$ cat src/rtl/write_port_arbiter_pkg.sv
// rtl/write_port_arbiter_pkg.sv - shared state encoding and on/off constants for the write port arbiter
package write_port_arbiter_pkg;

    localparam logic STATE_IDLE  = 1'b0;
    localparam logic STATE_WRITE = 1'b1;

    localparam logic ON  = 1'b1;
    localparam logic OFF = 1'b0;

    typedef enum logic {
        IDLE  = STATE_IDLE,
        WRITE = STATE_WRITE
    } state_t;

endpackage

$ cat src/rtl/write_port_arbiter_rr_pick.sv
// rtl/write_port_arbiter_rr_pick.sv - combinational round-robin picker starting one past the last grant
module rr_pick
    import write_port_arbiter_pkg::*;
#(
    parameter int NUM_REQ = 2,
    parameter int ID_SIZE = 2
) (
    input  logic [NUM_REQ-1:0] i_valid,
    input  logic [ID_SIZE-1:0] i_last,
    output logic [ID_SIZE-1:0] o_winner,
    output logic               o_any_valid
);

    logic [ID_SIZE:0]   w_cand [NUM_REQ];
    logic [NUM_REQ-1:0] w_hit;

    // Candidate k is last+k+1; the sum is widened one bit so the wrap is modulo NUM_REQ.
    for (genvar k = 0; k < NUM_REQ; k++) begin : g_cand
        logic [ID_SIZE:0] w_sum;
        assign w_sum     = {1'b0, i_last} + (ID_SIZE+1)'(k + 1);
        assign w_cand[k] = (w_sum >= (ID_SIZE+1)'(NUM_REQ)) ? (w_sum - (ID_SIZE+1)'(NUM_REQ)) : w_sum;
        assign w_hit[k]  = |(i_valid & (NUM_REQ'(1) << w_cand[k]));
    end

    always_comb begin
        o_winner    = '0;
        o_any_valid = OFF;
        for (int k = NUM_REQ - 1; k >= 0; k--) begin
            if (w_hit[k]) begin
                o_winner    = w_cand[k][ID_SIZE-1:0];
                o_any_valid = ON;
            end
        end
    end

endmodule

$ cat src/rtl/write_port_arbiter.sv
// rtl/write_port_arbiter.sv - round-robin arbiter sharing one memory write port among store requesters
module write_port_arbiter
    import write_port_arbiter_pkg::*;
#(
    parameter int WORD_SIZE    = 8,
    parameter int ADDRESS_SIZE = 4,
    parameter int NUM_REQ      = 2,
    parameter int ID_SIZE      = 2
) (
    input  logic                            clock,
    input  logic                            reset_n,
    input  logic [NUM_REQ-1:0]              req_valid,
    input  logic [NUM_REQ*ADDRESS_SIZE-1:0] req_addr,
    input  logic [NUM_REQ*WORD_SIZE-1:0]    req_data,
    output logic [NUM_REQ-1:0]              req_ack,
    input  logic                            w_ready,
    output logic                            w_en,
    output logic [ADDRESS_SIZE-1:0]         w_addr,
    output logic [WORD_SIZE-1:0]            w_data,
    output logic [ID_SIZE-1:0]              grant_id,
    output logic                            busy
);

    state_t                  r_state;
    logic                    r_w_en;
    logic [ADDRESS_SIZE-1:0] r_w_addr;
    logic [WORD_SIZE-1:0]    r_w_data;
    logic [ID_SIZE-1:0]      r_grant_id;

    logic [ID_SIZE-1:0]      w_winner;
    logic                    w_any_valid;
    logic [ADDRESS_SIZE-1:0] w_sel_addr;
    logic [WORD_SIZE-1:0]    w_sel_data;

    rr_pick #(
        .NUM_REQ (NUM_REQ),
        .ID_SIZE (ID_SIZE)
    ) u_pick (
        .i_valid     (req_valid),
        .i_last      (r_grant_id),
        .o_winner    (w_winner),
        .o_any_valid (w_any_valid)
    );

    always_comb begin
        w_sel_addr = '0;
        w_sel_data = '0;
        for (int i = 0; i < NUM_REQ; i++) begin
            if (w_winner == ID_SIZE'(i)) begin
                w_sel_addr = req_addr[i*ADDRESS_SIZE +: ADDRESS_SIZE];
                w_sel_data = req_data[i*WORD_SIZE +: WORD_SIZE];
            end
        end
    end

    // Grant index resets to the last requester so requester 0 is searched first.
    always_ff @(posedge clock) begin
        if (!reset_n) begin
            r_state    <= IDLE;
            r_w_en     <= OFF;
            r_w_addr   <= '0;
            r_w_data   <= '0;
            r_grant_id <= ID_SIZE'(NUM_REQ - 1);
        end else begin
            case (r_state)
                IDLE: begin
                    if (w_any_valid) begin
                        r_grant_id <= w_winner;
                        r_w_addr   <= w_sel_addr;
                        r_w_data   <= w_sel_data;
                        r_w_en     <= ON;
                        r_state    <= WRITE;
                    end
                end
                WRITE: begin
                    if (w_ready) begin
                        r_w_en  <= OFF;
                        r_state <= IDLE;
                    end
                end
                default: begin
                    r_w_en  <= OFF;
                    r_state <= IDLE;
                end
            endcase
        end
    end

    for (genvar i = 0; i < NUM_REQ; i++) begin : g_ack
        assign req_ack[i] = r_w_en & w_ready & (r_grant_id == ID_SIZE'(i));
    end

    assign w_en     = r_w_en;
    assign w_addr   = r_w_addr;
    assign w_data   = r_w_data;
    assign grant_id = r_grant_id;
    assign busy     = (r_state == WRITE);

endmodule

$ cat config.mk
export PLATFORM = sky130hd
export DESIGN_NAME = write_port_arbiter
export DESIGN_NICKNAME = d
export VERILOG_FILES = /design/src/rtl/write_port_arbiter_pkg.sv /design/src/rtl/write_port_arbiter_rr_pick.sv /design/src/rtl/write_port_arbiter.sv
export SDC_FILE = /design/constraint.sdc
export NUM_CORES = 1
export LEC_CHECK = 0
export CORE_AREA = 4 4 57 59
export DETAILED_ROUTE_END_ITERATION = 16
export DIE_AREA = 0 0 61 63
export PLACE_DENSITY = 0.7
export SYNTH_ARGS = -nofsm -noshare
export SYNTH_HDL_FRONTEND = slang
export SYNTH_SLANG_ARGS = --single-unit
export TNS_END_PERCENT = 5
$ cat constraint.sdc
create_clock -name clock -period 1.6 [get_ports clock]
set_input_delay 0.32 -clock clock [delete_from_list [all_inputs] [get_ports clock]]
set_output_delay 0.32 -clock clock [all_outputs]
set_load 0.02 [all_outputs]
Word level (Yosys, flattened, before mapping):

Index checks and enable logic that the tools add are counted.

* add/subtract/negate cells: 4
* $lt $le $gt $ge: 2
* equality and inequality tests: 4
* shift operators: 2
* muxes and demuxes: 16
* bitwise logic cells: 6
* reduce and logical (&&, ||, !) cells: 6

Operators with widths (count)
* $mux W8: 2
* $mux W4: 2
* $ge A3 B2 Y1 const B: 2
* $mux W1: 6
* $mux W3: 2
* $shl A1 B3 Y2 const A: 2
* $sub A3 B2 Y3 const B: 2
* $and A2 B2 Y2: 2
* $eq A2 B1 Y1 const B: 2
* $logic_not A2 Y1: 2
* $mux W2: 2
* $pmux W1 S2: 2
* $reduce_and A2 Y1: 2
* $reduce_or A2 Y1: 2
* $add A2 B1 Y3 const B: 1
* $add A2 B2 Y3 const B: 1
* $and A1 B1 Y1: 3
* $ne A2 B1 Y1 const B: 1
* $ne A2 B2 Y1 const B: 1
* $not A1 Y1: 1

* bits in registers: 16
* input bits: 29
* output and inout bits: 18
* logic and storage cells: 45

Longest topological paths before layout:

Gate-level depths: netlist (run 1).

* depth in word-level cells: 11
* gate-level depth with buffers: 4
* depth with buffers taken out: 3

Hierarchy:

From an unflattened synthesis (run 1), not the netlist that was laid out.

* cells, all modules: 66
* area, all modules: 748.2 µm²

Modules (own cells, without submodules)
* write_port_arbiter: instances 1, cells an instance 59, area an instance 709.4 µm², sequential area each 320.3 µm²
* rr_pick: instances 1, cells an instance 7, area an instance 38.8 µm², sequential area each 0.0 µm²

Least setup slack after synthesis (run 1):

Ideal clock, no wire load.

* path kind: reg2out
* start: register r_grant_id[0], in the netlist grant_id[0]
* end: output req_ack[1]
* arrival: 1.157 ns
* data required time: 1.280 ns
* setup slack: 0.123 ns
* stages on the path, launching flop included: 3
* path buffers: 0
* path through: dfxtp_1 -> inv_1 -> nor3_1

* longest elaborated chain between the ends: 2

RTL lines
* from (decl): line write_port_arbiter.sv:28 `logic [ID_SIZE-1:0] r_grant_id;`
* from (signal assigned): line write_port_arbiter.sv:63 `r_grant_id <= ID_SIZE'(NUM_REQ - 1);`
* from (signal assigned): line write_port_arbiter.sv:68 `r_grant_id <= w_winner;`
* $eq A2 B1 Y1: line write_port_arbiter.sv:90 `assign req_ack[i] = r_w_en & w_ready & (r_grant_id == ID_SIZE'(i));`
* $and A1 B1 Y1: line write_port_arbiter.sv:90
* to (decl): line write_port_arbiter.sv:15 `output logic [NUM_REQ-1:0] req_ack,`

No other way between the ends.

Worst setup path in the final report (run 1):

* start: register r_w_data[4], in the netlist w_data[4]
* end: output w_data[4]

RTL lines
* from (decl): line write_port_arbiter.sv:27 `logic [WORD_SIZE-1:0] r_w_data;`
* from (signal assigned): line write_port_arbiter.sv:70 `r_w_data <= w_sel_data;`
* to (decl): line write_port_arbiter.sv:19 `output logic [WORD_SIZE-1:0] w_data,`

No word-level cell between the ends.

==> results of run 1 <==
[repair_timing]
item / in CTS / in global routing
pin swaps: 0 / 1
endpoints found under the setup margin: 21 / 13
hold buffers: 0 / 0
cloned: 0 / 0
gates resized for setup: 14 / 12
[worst register-to-register path: cells and delay by family, from the launching register on]
| family | cells | cell delay (ps) |
|---|---|---|
| AO/OA/AOI/OAI | 2 | 470 |
| flip-flops | 1 | 390 |
| AND/OR/NAND/NOR | 1 | 470 |
[power breakdown]
part	total, mW	leakage, nW	switching, mW	internal, mW
Clock	0.270	0.0210	0.132	0.138
Combinational	0.496	0.589	0.244	0.251
Sequential	0.474	0.133	0.0273	0.447
Total	1.24	0.743	0.403	0.837
[registers in the layout, summed over array words and instances, names as in the netlist]
register,count
w_data,8
w_addr,4
grant_id,2
busy,1
w_en,1
[area by class of cell]
class                           count  area [um^2]
Tap cell                           31        38.79
Timing Repair Buffer               58        588.1
Fill cell                         255         1165
Inverter                            4        15.01
Multi-Input combinational cell     65        546.8
Clock buffer                        4        36.28
Sequential cell                    16        320.3
[stage by stage]
step / utilization, % / worst slack [ps] / setup TNS (ps) / hold WS, ps
after floorplan: - / 123.3 / 0 / 408.9
after global placement: 55.12 / -324.8 / -3298 / 513.0
after detailed placement: 55.12 / -370.6 / -3380 / 520.1
after CTS: 56.23 / 4.551 / 0 / 539.9
after global routing: 57.02 / 3.983 / 0 / 567.1
final: 57.02 / 52.43 / 0 / 538.2
[worst paths after layout]
kind	end	depth (start not counted)
setup reg to reg	w_data[4]$_SDFFE_PN0P_	3
hold / removal	w_en$_SDFFE_PN0P_	1
setup / recovery	w_data[4]	1
hold reg to reg	w_en$_SDFFE_PN0P_	1
[cells by family (layout without fill, tap and decap cells)]
group                  Yosys count  in the layout  share of synthesized area (%)
AOI/OAI and AO/OA               30             30                          32.49
buffers and inverters           13             66                          7.987
DFF                             16             16                          34.09
and+or+nand+nor                 35             35                          25.43
[routing by layer]
metal  up-vias  share of wire [%]  routed length (um)  GRT usage, %
li1        480                  -                   -             -
met1       466                 40                1100         18.31
met2        29                 54                1507         26.60
met3         2                5.1                 141         3.306
met4         0               0.83                  23         4.878
met5         -                  0                   0             0
[cells in the final DEF, fill, tap and decap left out, types with 4 or more instances in the layout]
master / netlist / final
sky130_fd_sc_hd__inv_1: 4 / 4
sky130_fd_sc_hd__buf_4: 2 / 10
sky130_fd_sc_hd__dlymetal6s2s_1: 0 / 11
sky130_fd_sc_hd__nand3_1: 15 / 15
sky130_fd_sc_hd__clkdlybuf4s50_1: 0 / 29
sky130_fd_sc_hd__a211oi_1: 12 / 12
sky130_fd_sc_hd__dlygate4sd2_1: 0 / 4
sky130_fd_sc_hd__dfxtp_1: 16 / 16
sky130_fd_sc_hd__nand3_2: 9 / 9
sky130_fd_sc_hd__a311oi_2: 9 / 9
==> metrics.txt, run 1 <==
# TYPE chip_impl_metric gauge
chip_impl_metric{name="rows",unit=""} 19
chip_impl_metric{name="dr.pass1.iters",unit=""} 4
chip_impl_metric{name="p_leak",unit="nW"} 0.7432
chip_impl_metric{name="clk-insertion-delay-late",unit="ps"} 290
chip_impl_metric{name="dp_hpwl",unit="mm"} 2.135
chip_impl_info{name="postSynth.topFlopCell",value="sky130_fd_sc_hd__dfxtp_1"} 1
chip_impl_metric{name="drtIter0Drc",unit=""} 14
chip_impl_metric{name="synthDistinctLibCells",unit=""} 25
chip_impl_metric{name="io_pins",unit=""} 47
chip_impl_metric{name="detail-route-antenna-nets",unit=""} 0
chip_impl_metric{name="fmax",unit="MHz"} 646.2
chip_impl_metric{name="final_wtd_congestion",unit=""} 0.7120
chip_impl_info{name="min_path_type",value="reg -> reg"} 1
chip_impl_info{name="cp_slowest_cell",value="sky130_fd_sc_hd__clkdlybuf4s50_1"} 1
chip_impl_metric{name="wl_per_cell",unit="um"} 15.57
chip_impl_metric{name="finClkSkew",unit="ps"} 3.241
chip_impl_metric{name="reg2reg_slack",unit="ps"} 140
chip_impl_metric{name="die_y",unit="um"} 63
chip_impl_info{name="post-synth-top-count-cell",value="sky130_fd_sc_hd__dfxtp_1"} 1
chip_impl_metric{name="syn_avg_cell_area",unit="um^2"} 9.996
chip_impl_metric{name="grt_pass1_wl",unit="mm"} 4.588
chip_impl_info{name="run_status",value="finished, final reports clean"} 1
chip_impl_metric{name="grt_pass1_vias",unit=""} 1005
chip_impl_metric{name="yosys.area.top_type_share",unit="%"} 34.09
chip_impl_metric{name="async_reset_ff_share",unit="%"} 0
chip_impl_metric{name="grt-ovfl-total",unit=""} 0
chip_impl_metric{name="tritoncts_num_sinks",unit=""} 16
chip_impl_metric{name="synth-edff-count",unit=""} 0
chip_impl_metric{name="placeableCoreArea",unit="um^2"} 2710
chip_impl_metric{name="fraction_of_layout_instances_using_a_drive_strength_above_1",unit="%"} 27.21
chip_impl_metric{name="io_buffer_count",unit=""} 46
chip_impl_metric{name="grtUsageTotal",unit="%"} 15.40
chip_impl_info{name="crit_path_start",value="w_data[4]$_SDFFE_PN0P_"} 1
chip_impl_metric{name="critical_path_required",unit="ps"} 1280
chip_impl_metric{name="die_width",unit="um"} 61
chip_impl_metric{name="path_clk_slew",unit="ps"} 100
chip_impl_metric{name="post_synthesis_cells",unit=""} 94
chip_impl_info{name="setup_crit_start_kind",value="flop"} 1
chip_impl_metric{name="final_critical_path_required_period",unit="ps"} 1548
chip_impl_metric{name="grt_max_degree",unit=""} 16
chip_impl_metric{name="num_vias",unit=""} 977
chip_impl_info{name="yosys-top-cells-count",value="sky130_fd_sc_hd__dfxtp_1 (16), sky130_fd_sc_hd__nand3_1 (15), sky130_fd_sc_hd__a211oi_1 (12)"} 1
chip_impl_metric{name="post_dr_vias_cell",unit=""} 5.489
chip_impl_metric{name="synthesis.area",unit="um^2"} 939.7
chip_impl_metric{name="warnings_synthesis",unit=""} 0
chip_impl_metric{name="number_of_nets_at_the_end_of_the_flow",unit=""} 177
chip_impl_info{name="post-synth-top-area-cell",value="sky130_fd_sc_hd__dfxtp_1"} 1
chip_impl_metric{name="timing.critical_path.fanout_max",unit=""} 2
chip_impl_info{name="timing_worst_setup_path_type",value="reg -> out"} 1
chip_impl_metric{name="area_of_the_die",unit="um^2"} 3843
chip_impl_metric{name="p_total",unit="mW"} 1.240
chip_impl_metric{name="synth_nets",unit=""} 123
chip_impl_metric{name="route.final.wire_length",unit="mm"} 2.772
chip_impl_metric{name="area_growth",unit="%"} 64.45
chip_impl_info{name="holdCritStartpoint",value="w_en$_SDFFE_PN0P_"} 1
chip_impl_metric{name="synth.ff_latch_count",unit=""} 16
chip_impl_metric{name="critical_path_buf_inv_count",unit=""} 1
chip_impl_metric{name="setup_viol",unit=""} 0
chip_impl_info{name="timing.rr.start",value="grant_id[1]$_SDFFE_PN0P_"} 1
chip_impl_metric{name="ys_seq_area_share",unit="%"} 34.09
chip_impl_metric{name="post_dp_cell_area",unit="um^2"} 1494
chip_impl_metric{name="power-per-cell-area",unit="nW/um^2"} 802.6
chip_impl_info{name="worstPathCellList",value="clkdlybuf4s50_1"} 1
chip_impl_metric{name="initial_cell_density_of_the_core",unit="%"} 34.67
chip_impl_metric{name="max_cap_viol_count",unit=""} 0
chip_impl_info{name="grt_setup_unrepaired",value="no"} 1
chip_impl_info{name="critPathTopFamily",value="buffers and inverters"} 1
chip_impl_metric{name="timing.final.max_slew_violations",unit=""} 0
chip_impl_metric{name="grt_antenna_before_repair",unit=""} 0
chip_impl_metric{name="finalCritPeriodShare",unit="%"} 96.72
chip_impl_metric{name="post-place-cells",unit=""} 174
chip_impl_metric{name="number_of_clock_buffers_inserted_by_tritoncts",unit=""} 3
chip_impl_metric{name="diodes",unit=""} 0
chip_impl_info{name="critical_path.endpoint_type",value="output pin"} 1
chip_impl_metric{name="max_slew_margin",unit="%"} 59.18
chip_impl_metric{name="finish.instance_area",unit="um^2"} 1545
chip_impl_metric{name="biggest_cell_delay_along_the_critical_path",unit="ps"} 600
chip_impl_metric{name="clk_path_buf_depth",unit=""} 2
chip_impl_metric{name="cp_data_arrival_time",unit="ps"} 1230
chip_impl_info{name="clock_tree_from_tritoncts",value="built"} 1
chip_impl_metric{name="finish.cell_count_without_fillers",unit=""} 178
chip_impl_metric{name="htree_levels",unit=""} 1
chip_impl_metric{name="worstMarginPinSlew",unit="ps"} 611.6
chip_impl_metric{name="ir_drop",unit="V"} 0.0006048
chip_impl_metric{name="drcViolationCount",unit=""} 0
chip_impl_info{name="cts.root.buffer_cell",value="sky130_fd_sc_hd__clkbuf_4"} 1
chip_impl_metric{name="post_cts_buffers",unit=""} 0
chip_impl_metric{name="hold_viol",unit=""} 0
chip_impl_info{name="post_synth_main_area_contributors",value="sky130_fd_sc_hd__dfxtp_1 (34%), sky130_fd_sc_hd__a311oi_2 (14%), sky130_fd_sc_hd__nand3_2 (9.6%)"} 1
(Power assumes the default switching activity.)
==> inputs of run 2 (changes only) <==
--- a/config.mk
+++ b/config.mk
@@ -5,10 +5,11 @@
 export SDC_FILE = /design/constraint.sdc
 export NUM_CORES = 1
 export LEC_CHECK = 0
-export CORE_AREA = 4 4 57 59
+export CORE_AREA = 4 4 55 57
 export DETAILED_ROUTE_END_ITERATION = 16
-export DIE_AREA = 0 0 61 63
-export PLACE_DENSITY = 0.7
+export DIE_AREA = 0 0 59 61
+export PLACE_DENSITY = 0.75
+export SLEW_MARGIN = 20
 export SYNTH_ARGS = -nofsm -noshare
 export SYNTH_HDL_FRONTEND = slang
 export SYNTH_SLANG_ARGS = --single-unit
==> metrics.txt, run 2 (synthesis results as in run 1) <==
# TYPE chip_impl_metric gauge
chip_impl_metric{name="area_growth",unit="%"} 63.25
chip_impl_info{name="layout.cells.most_common",value="sky130_fd_sc_hd__clkdlybuf4s50_1"} 1
chip_impl_metric{name="pre_cts_slack",unit="ps"} -368.1
chip_impl_metric{name="finish.cell_count_without_fillers",unit=""} 179
chip_impl_metric{name="grt-ovfl-total",unit=""} 0
chip_impl_metric{name="drcViolationCount",unit=""} 0
chip_impl_metric{name="clk_path_buf_depth",unit=""} 2
chip_impl_metric{name="worstMarginPinSlew",unit="ps"} 585.9
chip_impl_metric{name="post-place-cells",unit=""} 176
chip_impl_info{name="clock_tree_from_tritoncts",value="built"} 1
chip_impl_metric{name="timing.setup.tns",unit="ps"} 0
chip_impl_metric{name="holdBufCountCts",unit=""} 0
chip_impl_info{name="cts.root.buffer_cell",value="sky130_fd_sc_hd__clkbuf_4"} 1
chip_impl_metric{name="post_cts_buffers",unit=""} 0
chip_impl_info{name="critical_path.reg2reg.endpoint",value="w_data[1]$_SDFFE_PN0P_"} 1
chip_impl_metric{name="fin_ws",unit="ps"} 31.78
chip_impl_info{name="timing.rr.start",value="busy$_SDFF_PN0_"} 1
chip_impl_metric{name="finalCritPeriodShare",unit="%"} 98.01
chip_impl_metric{name="max_slew_margin",unit="%"} 60.90
chip_impl_metric{name="grt_antenna_before_repair",unit=""} 0
chip_impl_metric{name="fmax",unit="MHz"} 637.7
chip_impl_metric{name="dp_hpwl",unit="mm"} 2.183
chip_impl_metric{name="final_critical_path_required_period",unit="ps"} 1568
chip_impl_metric{name="final_wtd_congestion",unit=""} 0.7673
chip_impl_info{name="worstPathCellList",value="clkdlybuf4s50_1"} 1
chip_impl_info{name="grt_busiest_layer",value="met2"} 1
chip_impl_info{name="timing_worst_setup_path_type",value="reg -> out"} 1
chip_impl_metric{name="p_leak",unit="nW"} 0.6690
chip_impl_metric{name="timing.critical_path.fanout_max",unit=""} 2
chip_impl_metric{name="number_of_clock_buffers_inserted_by_tritoncts",unit=""} 3
chip_impl_metric{name="area_of_the_die",unit="um^2"} 3599
chip_impl_metric{name="tritoncts_num_sinks",unit=""} 16
chip_impl_metric{name="grtUsageTotal",unit="%"} 15.81
chip_impl_metric{name="cp_data_arrival_time",unit="ps"} 1250
chip_impl_metric{name="globalRouteMet2Util",unit="%"} 28.86
chip_impl_metric{name="hold_viol",unit=""} 0
chip_impl_metric{name="met3_track_demand_over_resource_in_global_routing",unit="%"} 2.340
chip_impl_metric{name="rows",unit=""} 18
chip_impl_metric{name="finClkSkew",unit="ps"} 4.362
chip_impl_metric{name="power-per-cell-area",unit="nW/um^2"} 780.1
chip_impl_metric{name="p_total",unit="mW"} 1.197
chip_impl_metric{name="clk-insertion-delay-late",unit="ps"} 290
chip_impl_metric{name="number_of_nets_at_the_end_of_the_flow",unit=""} 180
chip_impl_metric{name="internal-power",unit="mW"} 0.7940
chip_impl_metric{name="setup_viol",unit=""} 0
chip_impl_metric{name="fraction_of_layout_instances_using_a_drive_strength_above_1",unit="%"} 28.19
chip_impl_metric{name="die_width",unit="um"} 59
chip_impl_metric{name="switching_power",unit="mW"} 0.4027
chip_impl_metric{name="path_clk_slew",unit="ps"} 90
chip_impl_metric{name="biggest_cell_delay_along_the_critical_path",unit="ps"} 610
chip_impl_metric{name="htree_levels",unit=""} 1
chip_impl_info{name="cp_slowest_cell",value="sky130_fd_sc_hd__clkdlybuf4s50_1"} 1
chip_impl_metric{name="rr_worst_depth",unit=""} 5
chip_impl_metric{name="grt_pass1_vias",unit=""} 984
chip_impl_metric{name="critical_path_depth",unit=""} 1
chip_impl_metric{name="grt_max_degree",unit=""} 16
chip_impl_metric{name="globalRouteMet1Util",unit="%"} 18.16
chip_impl_metric{name="postCtsResizedCells",unit=""} 13
chip_impl_metric{name="largest_register_ff_count",unit=""} 8
chip_impl_info{name="critical_path.endpoint_type",value="output pin"} 1
chip_impl_metric{name="final_util",unit="%"} 61.92
chip_impl_metric{name="dr.pass1.iters",unit=""} 4
chip_impl_metric{name="io_buffer_count",unit=""} 46
chip_impl_metric{name="io_pins",unit=""} 47
chip_impl_metric{name="route.final.wire_length",unit="mm"} 2.837
chip_impl_metric{name="detail-route-antenna-nets",unit=""} 0
chip_impl_info{name="grt_setup_unrepaired",value="no"} 1
chip_impl_metric{name="drtIter0Drc",unit=""} 39
chip_impl_metric{name="nFillCells",unit=""} 220
chip_impl_metric{name="initial_cell_density_of_the_core",unit="%"} 37.93
chip_impl_metric{name="critical_path_buf_inv_count",unit=""} 1
chip_impl_metric{name="num_vias",unit=""} 1004
chip_impl_metric{name="grt_pass1_wl",unit="mm"} 4.326
chip_impl_info{name="critPathTopFamily",value="buffers and inverters"} 1
chip_impl_info{name="min_path_type",value="reg -> reg"} 1
chip_impl_metric{name="die_y",unit="um"} 61
chip_impl_metric{name="switching_share",unit="%"} 33.65
chip_impl_metric{name="placeableCoreArea",unit="um^2"} 2477
chip_impl_metric{name="post_dr_vias_cell",unit=""} 5.609
chip_impl_info{name="run_status",value="finished, final reports clean"} 1
chip_impl_metric{name="reg2reg_slack",unit="ps"} 280
chip_impl_info{name="final_cell_mix",value="sky130_fd_sc_hd__clkdlybuf4s50_1 (35), sky130_fd_sc_hd__dfxtp_1 (16), sky130_fd_sc_hd__nand3_1 (15)"} 1
chip_impl_metric{name="wl_per_cell",unit="um"} 15.85
chip_impl_metric{name="diodes",unit=""} 0
chip_impl_info{name="crit_path_start",value="w_data[3]$_SDFFE_PN0P_"} 1
chip_impl_metric{name="min_delay_path_depth",unit=""} 1
chip_impl_metric{name="clockPowerShare",unit="%"} 17.9
chip_impl_info{name="cp-endpoint",value="w_data[3]"} 1
chip_impl_metric{name="seq_power_share",unit="%"} 39.8
chip_impl_metric{name="power.combinational.fraction",unit="%"} 42.2
chip_impl_info{name="setup_crit_start_kind",value="flop"} 1
chip_impl_metric{name="timing.final.max_slew_violations",unit=""} 0
chip_impl_metric{name="critical_path_required",unit="ps"} 1280
chip_impl_metric{name="max_cap_viol_count",unit=""} 0
chip_impl_metric{name="ir_drop",unit="V"} 0.0005338
==> run 2: cell count changes in the layout (fill, tap and decap cells not counted), sizes merged <==
cell,delta
buf,+3
clkbuf,-1
clkdlybuf4s50,+6
dlygate4sd2,-1
dlymetal6s2s,-5
==> run 2: layout make-up <==
class | instances | area (um^2) | area share [%]
Multi-Input combinational cell | 65 | 551.8 | 35.97
Timing Repair Buffer | 61 | 586.8 | 38.25
Clock buffer | 3 | 22.52 | 1.468
Inverter | 4 | 15.01 | 0.9788
Sequential cell | 16 | 320.3 | 20.88
Tap cell | 30 | 37.54 | 2.447
==> run 2: how the worst min path moves through the flow <==
stage | from | endpoint | slack (ps)
6_report | w_en$_SDFFE_PN0P_ | w_en$_SDFFE_PN0P_ | 540
5_1_grt | w_en$_SDFFE_PN0P_ | w_en$_SDFFE_PN0P_ | 570
3_5_place_dp | w_en$_SDFFE_PN0P_ | w_en$_SDFFE_PN0P_ | 530
4_1_cts | w_en$_SDFFE_PN0P_ | w_en$_SDFFE_PN0P_ | 550
2_1_floorplan | reset_n | grant_id[0]$_SDFFE_PN1P_ | 410
3_3_place_gp | w_en$_SDFFE_PN0P_ | w_en$_SDFFE_PN0P_ | 520
==> run 2: worst register-to-register path, stage by stage (launching register included) <==
cell and delay (ps):
sky130_fd_sc_hd__dfxtp_1 370, sky130_fd_sc_hd__buf_4 160, sky130_fd_sc_hd__nor3b_4 210, sky130_fd_sc_hd__buf_4 180, sky130_fd_sc_hd__a211oi_1 50, sky130_fd_sc_hd__a311oi_1 250
==> run 2: routing by layer <==
metal / vias up / wire length (um) / share of wire, %
met5: - / 0 / 0
met4: 0 / 51 / 1.8
met3: 4 / 176 / 6.2
met2: 38 / 1462 / 52
met1: 478 / 1147 / 40
li1: 484 / - / -
==> run 2: through the flow <==
| stage | cell area (um^2) | hold slack, ps |
|---|---|---|
| floorplan | 939.7 | 408.9 |
| global placement | 1503 | 516.8 |
| detailed placement | 1503 | 528.8 |
| CTS | 1520 | 551.9 |
| global route | 1534 | 566.6 |
| finish | 1534 | 537.1 |
==> run 2: power by group through the flow <==
stage / Clock (mW) / Combinational [mW] / Sequential (mW)
6_report: 0.214 / 0.506 / 0.477
5_1_grt: 0.228 / 0.540 / 0.484
4_1_cts: 0.221 / 0.512 / 0.477
2_1_floorplan: 0 / 0.215 / 0.546
3_3_place_gp: 0 / 0.507 / 0.484
3_5_place_dp: 0 / 0.515 / 0.486
